===== config.mk =====
export PLATFORM = sky130hd
export DESIGN_NAME = pc_control
export DESIGN_NICKNAME = d
export VERILOG_FILES = /design/src/rtl/pc_control_pkg.sv /design/src/rtl/pc_target_adder.sv /design/src/rtl/pc_control.sv
export SDC_FILE = /design/constraint.sdc
export NUM_CORES = 1
export LEC_CHECK = 0
export CAP_MARGIN = 15
export CORE_ASPECT_RATIO = 1.75
export CORE_MARGIN = 1
export CORE_UTILIZATION = 40
export CTS_CLUSTER_DIAMETER = 100
export CTS_CLUSTER_SIZE = 10
export DETAILED_ROUTE_END_ITERATION = 8
export HOLD_SLACK_MARGIN = 0.02
export PLACE_DENSITY = 0.72
export SKIP_CTS_REPAIR_TIMING = 1
export SLEW_MARGIN = 20
export SYNTH_ARGS = -nofsm -noshare
export SYNTH_HDL_FRONTEND = slang
export SYNTH_SLANG_ARGS = --single-unit

===== constraint.sdc =====
create_clock -name clk -period 4.65 [get_ports clk]
set_input_delay 0.93 -clock clk [delete_from_list [all_inputs] [get_ports clk]]
set_output_delay 0.93 -clock clk [all_outputs]
set_load 0.05 [all_outputs]

===== src/rtl/pc_control_pkg.sv =====
// pc_control_pkg
// Shared types and constants for the program-counter unit.
//   pc_state_e      : fetch-side control state (run / flush bubble / halted).
//   pc_redirect_e   : which flow-change source wins in the run state.
//   decode_redirect : fixed-priority resolution of the flow-change inputs.
package pc_control_pkg;

   // 2-bit state encoding; flush and halted outputs are decoded from it.
   typedef enum logic [1:0] {
      PcRun    = 2'd0,
      PcFlush  = 2'd1,
      PcHalted = 2'd2
   } pc_state_e;

   // Default handler address for SIIC; the top module exposes it as a parameter.
   localparam logic [15:0] SiicVectorDefault = 16'h0002;

   // Instruction size in bytes; sequential flow and link address use pc + 2.
   localparam int unsigned PcStepBytes = 2;

   typedef enum logic [2:0] {
      RdNone    = 3'd0,
      RdHalt    = 3'd1,
      RdSiic    = 3'd2,
      RdRti     = 3'd3,
      RdBranch  = 3'd4,
      RdJumpReg = 3'd5
   } pc_redirect_e;

   // Priority: halt > siic > rti > taken branch/jump > sequential.
   // jump_reg only matters when the branch block reports taken.
   function automatic pc_redirect_e decode_redirect(input logic halt,
                                                    input logic siic,
                                                    input logic rti,
                                                    input logic brch_taken,
                                                    input logic jump_reg);
      pc_redirect_e rd;
      rd = RdNone;
      if (halt) begin
         rd = RdHalt;
      end else if (siic) begin
         rd = RdSiic;
      end else if (rti) begin
         rd = RdRti;
      end else if (brch_taken) begin
         rd = jump_reg ? RdJumpReg : RdBranch;
      end
      return rd;
   endfunction

endpackage


===== src/rtl/pc_target_adder.sv =====
// pc_target_adder
// WIDTH-bit wrap-around adder used for every address computation in the PC unit.
// The carry out is dropped so all sums are modulo 2^WIDTH.
//   a_i   : first operand
//   b_i   : second operand
//   sum_o : (a_i + b_i) mod 2^WIDTH
module pc_target_adder #(
   parameter int unsigned WIDTH = 16
) (
   input  logic [WIDTH-1:0] a_i,
   input  logic [WIDTH-1:0] b_i,
   output logic [WIDTH-1:0] sum_o
);

   assign sum_o = a_i + b_i;

endmodule


===== src/rtl/pc_control.sv =====
// pc_control
// Program-counter unit downstream of the branch-condition logic. Holds the
// architectural PC and EPC, computes the next fetch address for sequential,
// branch, jump-register, SIIC and RTI flow, raises a one-cycle flush after each
// redirect and owns the fetch-side HALT state.
//   clk           : clock, all state updates on the rising edge
//   rst           : synchronous active-high reset, overrides every other input
//   stall_i       : hold pc, epc and state this cycle
//   brch_taken_i  : taken decision (conditional branch true, or jump)
//   jump_reg_i    : target is register-relative; qualifies brch_taken_i
//   imm_offset_i  : sign-extended displacement
//   reg_target_i  : Rs value for register-relative jumps
//   halt_i        : HALT decoded
//   siic_i        : SIIC decoded
//   rti_i         : RTI decoded
//   pc_o          : current fetch address
//   pc_plus2_o    : pc_o + 2, combinational
//   epc_o         : saved exception return address
//   flush_o       : squash the instruction currently in decode
//   halted_o      : processor halted, fetch frozen
module pc_control
   import pc_control_pkg::*;
#(
   parameter int unsigned       WIDTH       = 16,
   parameter logic [WIDTH-1:0]  RESET_PC    = '0,
   parameter logic [WIDTH-1:0]  SIIC_VECTOR = WIDTH'(SiicVectorDefault)
) (
   input  logic             clk,
   input  logic             rst,
   input  logic             stall_i,
   input  logic             brch_taken_i,
   input  logic             jump_reg_i,
   input  logic [WIDTH-1:0] imm_offset_i,
   input  logic [WIDTH-1:0] reg_target_i,
   input  logic             halt_i,
   input  logic             siic_i,
   input  logic             rti_i,
   output logic [WIDTH-1:0] pc_o,
   output logic [WIDTH-1:0] pc_plus2_o,
   output logic [WIDTH-1:0] epc_o,
   output logic             flush_o,
   output logic             halted_o
);

   localparam logic [WIDTH-1:0] PcStep = WIDTH'(PcStepBytes);

   pc_state_e        state_q, state_d;
   logic [WIDTH-1:0] pc_q, pc_d;
   logic [WIDTH-1:0] epc_q, epc_d;

   logic [WIDTH-1:0] pc_plus2;
   logic [WIDTH-1:0] brch_target;
   logic [WIDTH-1:0] jreg_target;
   pc_redirect_e     redirect;

   // Sequential / link address.
   pc_target_adder #(
      .WIDTH (WIDTH)
   ) u_add_seq (
      .a_i   (pc_q),
      .b_i   (PcStep),
      .sum_o (pc_plus2)
   );

   // PC-relative branch target, relative to the following instruction.
   pc_target_adder #(
      .WIDTH (WIDTH)
   ) u_add_brch (
      .a_i   (pc_plus2),
      .b_i   (imm_offset_i),
      .sum_o (brch_target)
   );

   // Register-relative jump target.
   pc_target_adder #(
      .WIDTH (WIDTH)
   ) u_add_jreg (
      .a_i   (reg_target_i),
      .b_i   (imm_offset_i),
      .sum_o (jreg_target)
   );

   assign redirect = decode_redirect(halt_i, siic_i, rti_i, brch_taken_i, jump_reg_i);

   always_comb begin
      state_d = state_q;
      pc_d    = pc_q;
      epc_d   = epc_q;

      if (!stall_i) begin
         case (state_q)
            PcRun: begin
               // Any redirect goes through PcFlush, even when the target happens
               // to equal pc + 2, so decode is always squashed after a redirect.
               case (redirect)
                  RdHalt: begin
                     state_d = PcHalted;
                  end
                  RdSiic: begin
                     epc_d   = pc_plus2;
                     pc_d    = SIIC_VECTOR;
                     state_d = PcFlush;
                  end
                  RdRti: begin
                     pc_d    = epc_q;
                     state_d = PcFlush;
                  end
                  RdBranch: begin
                     pc_d    = brch_target;
                     state_d = PcFlush;
                  end
                  RdJumpReg: begin
                     pc_d    = jreg_target;
                     state_d = PcFlush;
                  end
                  default: begin
                     pc_d = pc_plus2;
                  end
               endcase
            end
            PcFlush: begin
               // Control inputs here belong to the squashed wrong-path instruction.
               pc_d    = pc_plus2;
               state_d = PcRun;
            end
            PcHalted: begin
               // Frozen until reset.
            end
            default: begin
               state_d = PcRun;
            end
         endcase
      end
   end

   always_ff @(posedge clk) begin
      if (rst) begin
         state_q <= PcRun;
         pc_q    <= RESET_PC;
         epc_q   <= '0;
      end else begin
         state_q <= state_d;
         pc_q    <= pc_d;
         epc_q   <= epc_d;
      end
   end

   assign pc_o       = pc_q;
   assign pc_plus2_o = pc_plus2;
   assign epc_o      = epc_q;
   assign flush_o    = (state_q == PcFlush);
   assign halted_o   = (state_q == PcHalted);

endmodule

Yosys cells after proc, flatten, opt, wreduce, memory -nomap -nowiden --
Index checks and enable logic that the tools add are counted.
Operators by class: add/sub/neg operators 3, equality and inequality tests 9, mux-type cells 9, bitwise operators 2, reduce and logical (&&, ||, !) cells 6
Operators by type and width (number):
- $pmux 16 s5 | 1
- $add 16x16->16 | 2
- $pmux 16 s2 | 1
- $add 16x2->16 const B | 1
- $mux 3 | 4
- $reduce_and 3->1 | 3
- $pmux 2 s2 | 2
- $eq 3x2->1 const B | 2
- $eq 3x3->1 const B | 2
- $reduce_or 4->1 | 1
- $eq 3x1->1 const B | 1
- $ne 3x2->1 const B | 1
- $eq 2x1->1 const B | 1
- $eq 2x2->1 const B | 1
- $logic_not 2->1 | 1
- $ne 2x2->1 const B | 1
- $not 1->1 | 2
- $reduce_bool 2->1 | 1
- $mux 1 | 1
Word-level totals: bits in registers 34, input port bits 40, output and inout port bits 50, logic and storage cells 32

Logic depth before layout (Yosys ltp) --
depth in word-level cells 9, mapped depth 15, mapped depth without buffers 14

Cells and area by module --
From an unflattened synthesis, not the netlist that was laid out.
Second synthesis, totals: cell total of the unflattened synthesis 512, area total of the unflattened synthesis 4177.8 um^2
By module, submodules not included:
- pc_control | instances 1, cells each 206, area an instance 1841.8 um^2, seq. area each 680.7 um^2
- pc_target_adder at u_add_jreg ... | instances 2, cells each 104, area an instance 805.8 um^2, seq. area each 0.0 um^2
- pc_target_adder at u_add_brch | instances 1, cells each 98, area an instance 724.4 um^2, seq. area each 0.0 um^2

Worst setup path after synthesis --
No wires, ideal clock.
path kind register to register, from register pc_q[1] (netlist: pc_o[1]), to register pc_q[13] (netlist: pc_o[13]), setup time 0.086 ns, arrival time 4.005 ns, required time 4.564 ns, path slack 0.559 ns, cell stages (with the launch flop) 14, path buffers 1, clock period less this slack 4.091 ns, path through dfxtp_1 and3_1 clkbuf_1 nand2_1 xnor2_1 mux2_2 ha_1 a21oi_1 o21ai_0 or3_1 a21oi_1 o21ai_0 mux2i_1 a211oi_1
Between the ends: cells in the longest elaborated chain, start to end 4
Ends and longest elaborated chain:
- start: declaration | line pc_control.sv:48 | logic [WIDTH-1:0] pc_q, pc_d;
- start signal: assignment | line pc_control.sv:143 | pc_q <= pc_d;
- $add 16x2->16 | line pc_target_adder.sv:15 | assign sum_o = a_i + b_i;
- via pc_plus2_o[8] | line pc_control.sv:39 | output logic [WIDTH-1:0] pc_plus2_o,
- $add 16x16->16 | line pc_target_adder.sv:15
- $pmux 16 s5 | line pc_control.sv:95 | case (redirect)
- $pmux 16 s2 | line pc_control.sv:91 | case (state_q)
The timed path passes the listed nets, and every way through them passes these cells. A chain may end at the register's enable or synchronous reset.

Worst setup path in the final report --
from input brch_taken_i, to register pc_q[14] (netlist: pc_o[14])
Between the ends: cells in the longest elaborated chain, start to end 7, elaborated cells on any way between the ends 13, those cells by class eq/ne: 6; mux: 6; reduce/logical: 1
Ends and longest elaborated chain:
- start: declaration | line pc_control.sv:31 | input logic brch_taken_i,
- $mux 3 * | line pc_control_pkg.sv:45 | end else if (brch_taken) begin
- $mux 3 * | line pc_control_pkg.sv:43 | end else if (rti) begin
- $mux 3 * | line pc_control_pkg.sv:41 | end else if (siic) begin
- $mux 3 * | line pc_control_pkg.sv:39 | if (halt) begin
- $eq 3x3->1, or another cell as far along | line pc_control.sv:95
- $pmux 16 s5 or $ne 2x2->1 (tied branches)
- $pmux 16 s2 or $reduce_and 3->1 (tied branches)
Mark *: on every way between the ends. The rest lies on a longest branch, timed or not.

==> out/metrics.cfg <==
[clock_network]
clock-sinks = 34
h-tree-depth = 2
path_clk_slew_ns = 0.06
cts_tree = built
cts_buffers = 5
cts_buffer_depth = 2
worstSkewPairLatency_ns = 0.28
cts_root_buf = clkbuf_16

[power_and_ir_drop]
max-vdd-ir-drop_mv = 0.137
power_density_nw_per_um2 = 260
p_total_mw = 1.01
p_leak_nw = 1.55

[finish]
stdcell_area_sq_um = 3880
finish.utilization_pct = 58.9
nets = 498
drive_gt1_share_pct = 7.29
n_antenna_cell = 0
syn_to_final_growth_pct = 41.0
layout_common_cells = clkdlybuf4s50_1 (89), nor2_1 (50), a21oi_1 (37), dfxtp_1 (34), inv_1 (20)
layout_commonest_cell = clkdlybuf4s50_1
fillers = 628

[placement]
place_ws_ns = 0.279
gp_congestion = 0.873
port_buffers = 89
hpwl_um = 6810
dpl_cell_area_sq_um = 3720

[critical_path]
r2r_setup_slack_ns = 1.09
crit_type = primary input to flip-flop
r2r_start = pc_o[1]
crit_required_ns = 4.85
crit_path_max_fanout = 5
crit_path_start_kind = primary input
cp-end-kind = flip-flop
cp-startpoint = brch_taken_i
worst-endpoint-arrival_ns = 4.32

[routing]
viasPerCell = 5.69
ant_nets = 0
vias = 2965
drt_wl_total_um = 8890
routedWlPerCell_um = 17.1
drt_drc_violations_left = 0
drt_iter0_markers = 140
first_pass_iters = 4

[global_route]
first_global_vias = 2944
grt_max_degree = 36
met2_usage_pct = 44.1
antenna_found_initial = 0
grt_pass1_wl_um = 14400
grt_use_met3_pct = 2.46
grt_remaining_overflow = 0
met1_usage_pct = 30.0
gr-usage-all-layers_pct = 25.8
top_usage_layer = met2

[status]
status = complete, no violations

[timing]
worst_slack_ns = 0.522
tightest_slew_ns = 0.893
fin_skew_ns = 0.00456
hold_viol = 0
fmax_ghz = 0.242
setup_viol = 0
rsz0062_at_grt = no
fin_tns_setup_ns = 0
min_period_ns = 4.13
period_share_pct = 88.8
slew_violations = 0
slew_headroom_pct = 40.3

[synthesis]
async_reset_ff_share_pct = 0
synth_cell_type_count = 55
synth_top_area_cell = dfxtp_1
synthFlopType = dfxtp_1
syn_inst = 354
synth_top_area_share_pct = 24.7
synth_area_leaders = dfxtp_1 (25%), ha_1 (8.6%), nor2_1 (6.8%), a21oi_1 (6.7%), xnor2_1 (4.8%)
synth_area_sq_um = 2750
postSynthAreaPerCell_sq_um = 7.78
synth.net_count = 414
ys_ff_latch = 34
ys_warn_count = 0
synth_edf_count = 0
yosysSeqAreaShare_pct = 24.7

[floorplanning]
dieArea_sq_um = 7230
die_w_um = 64.7
fp.dieH_um = 112
initial_core_util_pct = 41.8
coreArea_sq_um = 6590
fp-row-count = 39
pin_count = 90

[min_path]
worstHoldStart = state_q[0]
worst_hold_path_type = flip-flop to flip-flop

[run]
max_cap_viol_count = 0

synthesized netlist by cell type (4+ instances only):
| cell type | count |
|---|---|
| o211ai_1 | 4 |
| a21oi_1 | 37 |
| a22oi_1 | 4 |
| xor2_1 | 10 |
| inv_1 | 20 |
| ha_1 | 19 |
| nor2_1 | 50 |
| a31oi_1 | 4 |
| nand2_1 | 16 |
| a221oi_1 | 8 |
| mux2i_1 | 8 |
| a211oi_1 | 12 |
| clkbuf_1 | 17 |
| nor3_1 | 7 |
| xnor2_1 | 15 |
| nand4_1 | 7 |
| o21ai_0 | 18 |
| nand3_1 | 6 |
| nand3b_1 | 5 |
| dfxtp_1 | 34 |
| nor2b_1 | 4 |
| mux2_2 | 5 |
area by class of cell:
type / instances / area [sq um] / share of cell area (%)
Clock buffer: 7 / 133 / 3.42
Clock inverter: 1 / 30.0 / 0.774
Inverter: 20 / 75.1 / 1.93
Multi-Input combinational cell: 280 / 1910 / 49.2
Sequential cell: 34 / 681 / 17.5
Tap cell: 82 / 103 / 2.64
Timing Repair Buffer: 97 / 951 / 24.5
final timing paths:
kind           endpoint  depth (start not counted)
min          state_q[0]                          2
max            pc_o[14]                         14
min reg2reg  state_q[0]                          2
max reg2reg    pc_o[12]                         12
metrics by stage:
| step | std cells | hold WS, ns |
|---|---|---|
| floorplan | 354 | 0.476 |
| detailed placement | 513 | 0.508 |
| CTS | 521 | 0.519 |
| global route | 521 | 0.555 |
| global placement | 513 | 0.501 |
| finish | 521 | 0.519 |
worst max-delay path: stages:
cell and delay, ns:
clkdlybuf4s50_1 0.55, nor4b_2 0.31, nand3_2 0.19, mux2_2 0.27
ha_1 0.20, inv_1 0.07, fa_1 0.40, nand3b_1 0.20
a21oi_1 0.24, nor3_1 0.11, o41ai_1 0.37, a21oi_1 0.14
xor2_1 0.16, o31ai_1 0.18
kinds of logic after synthesis:
family	share of synthesized area [%]
adder cells (fa/ha/maj)	9.36
XOR/XNOR	8.55
flip-flops	24.7
buffers and inverters	6.00
multiplexers	4.95
AO/OA/AOI/OAI	25.3
AND/OR/NAND/NOR	21.1
per-layer routing:
layer  share of wire (%)  vias up
li1                    -     1453
met1                  41     1387
met2                  52       95
met3                 3.4       30
met4                 4.2        0
met5                   0        -
state kept, by name (all words and copies together) (netlist names):
signal / count
pc_o: 16
state_q: 2
epc_o: 16
power by group:
group          total, mW  leakage, nW  internal, mW  switching (mW)
combinational      0.308         1.20         0.127           0.181
clock              0.381       0.0781         0.253           0.127
sequential         0.321        0.276         0.304          0.0175
Note: power is estimated with default switching activity, not from simulation.
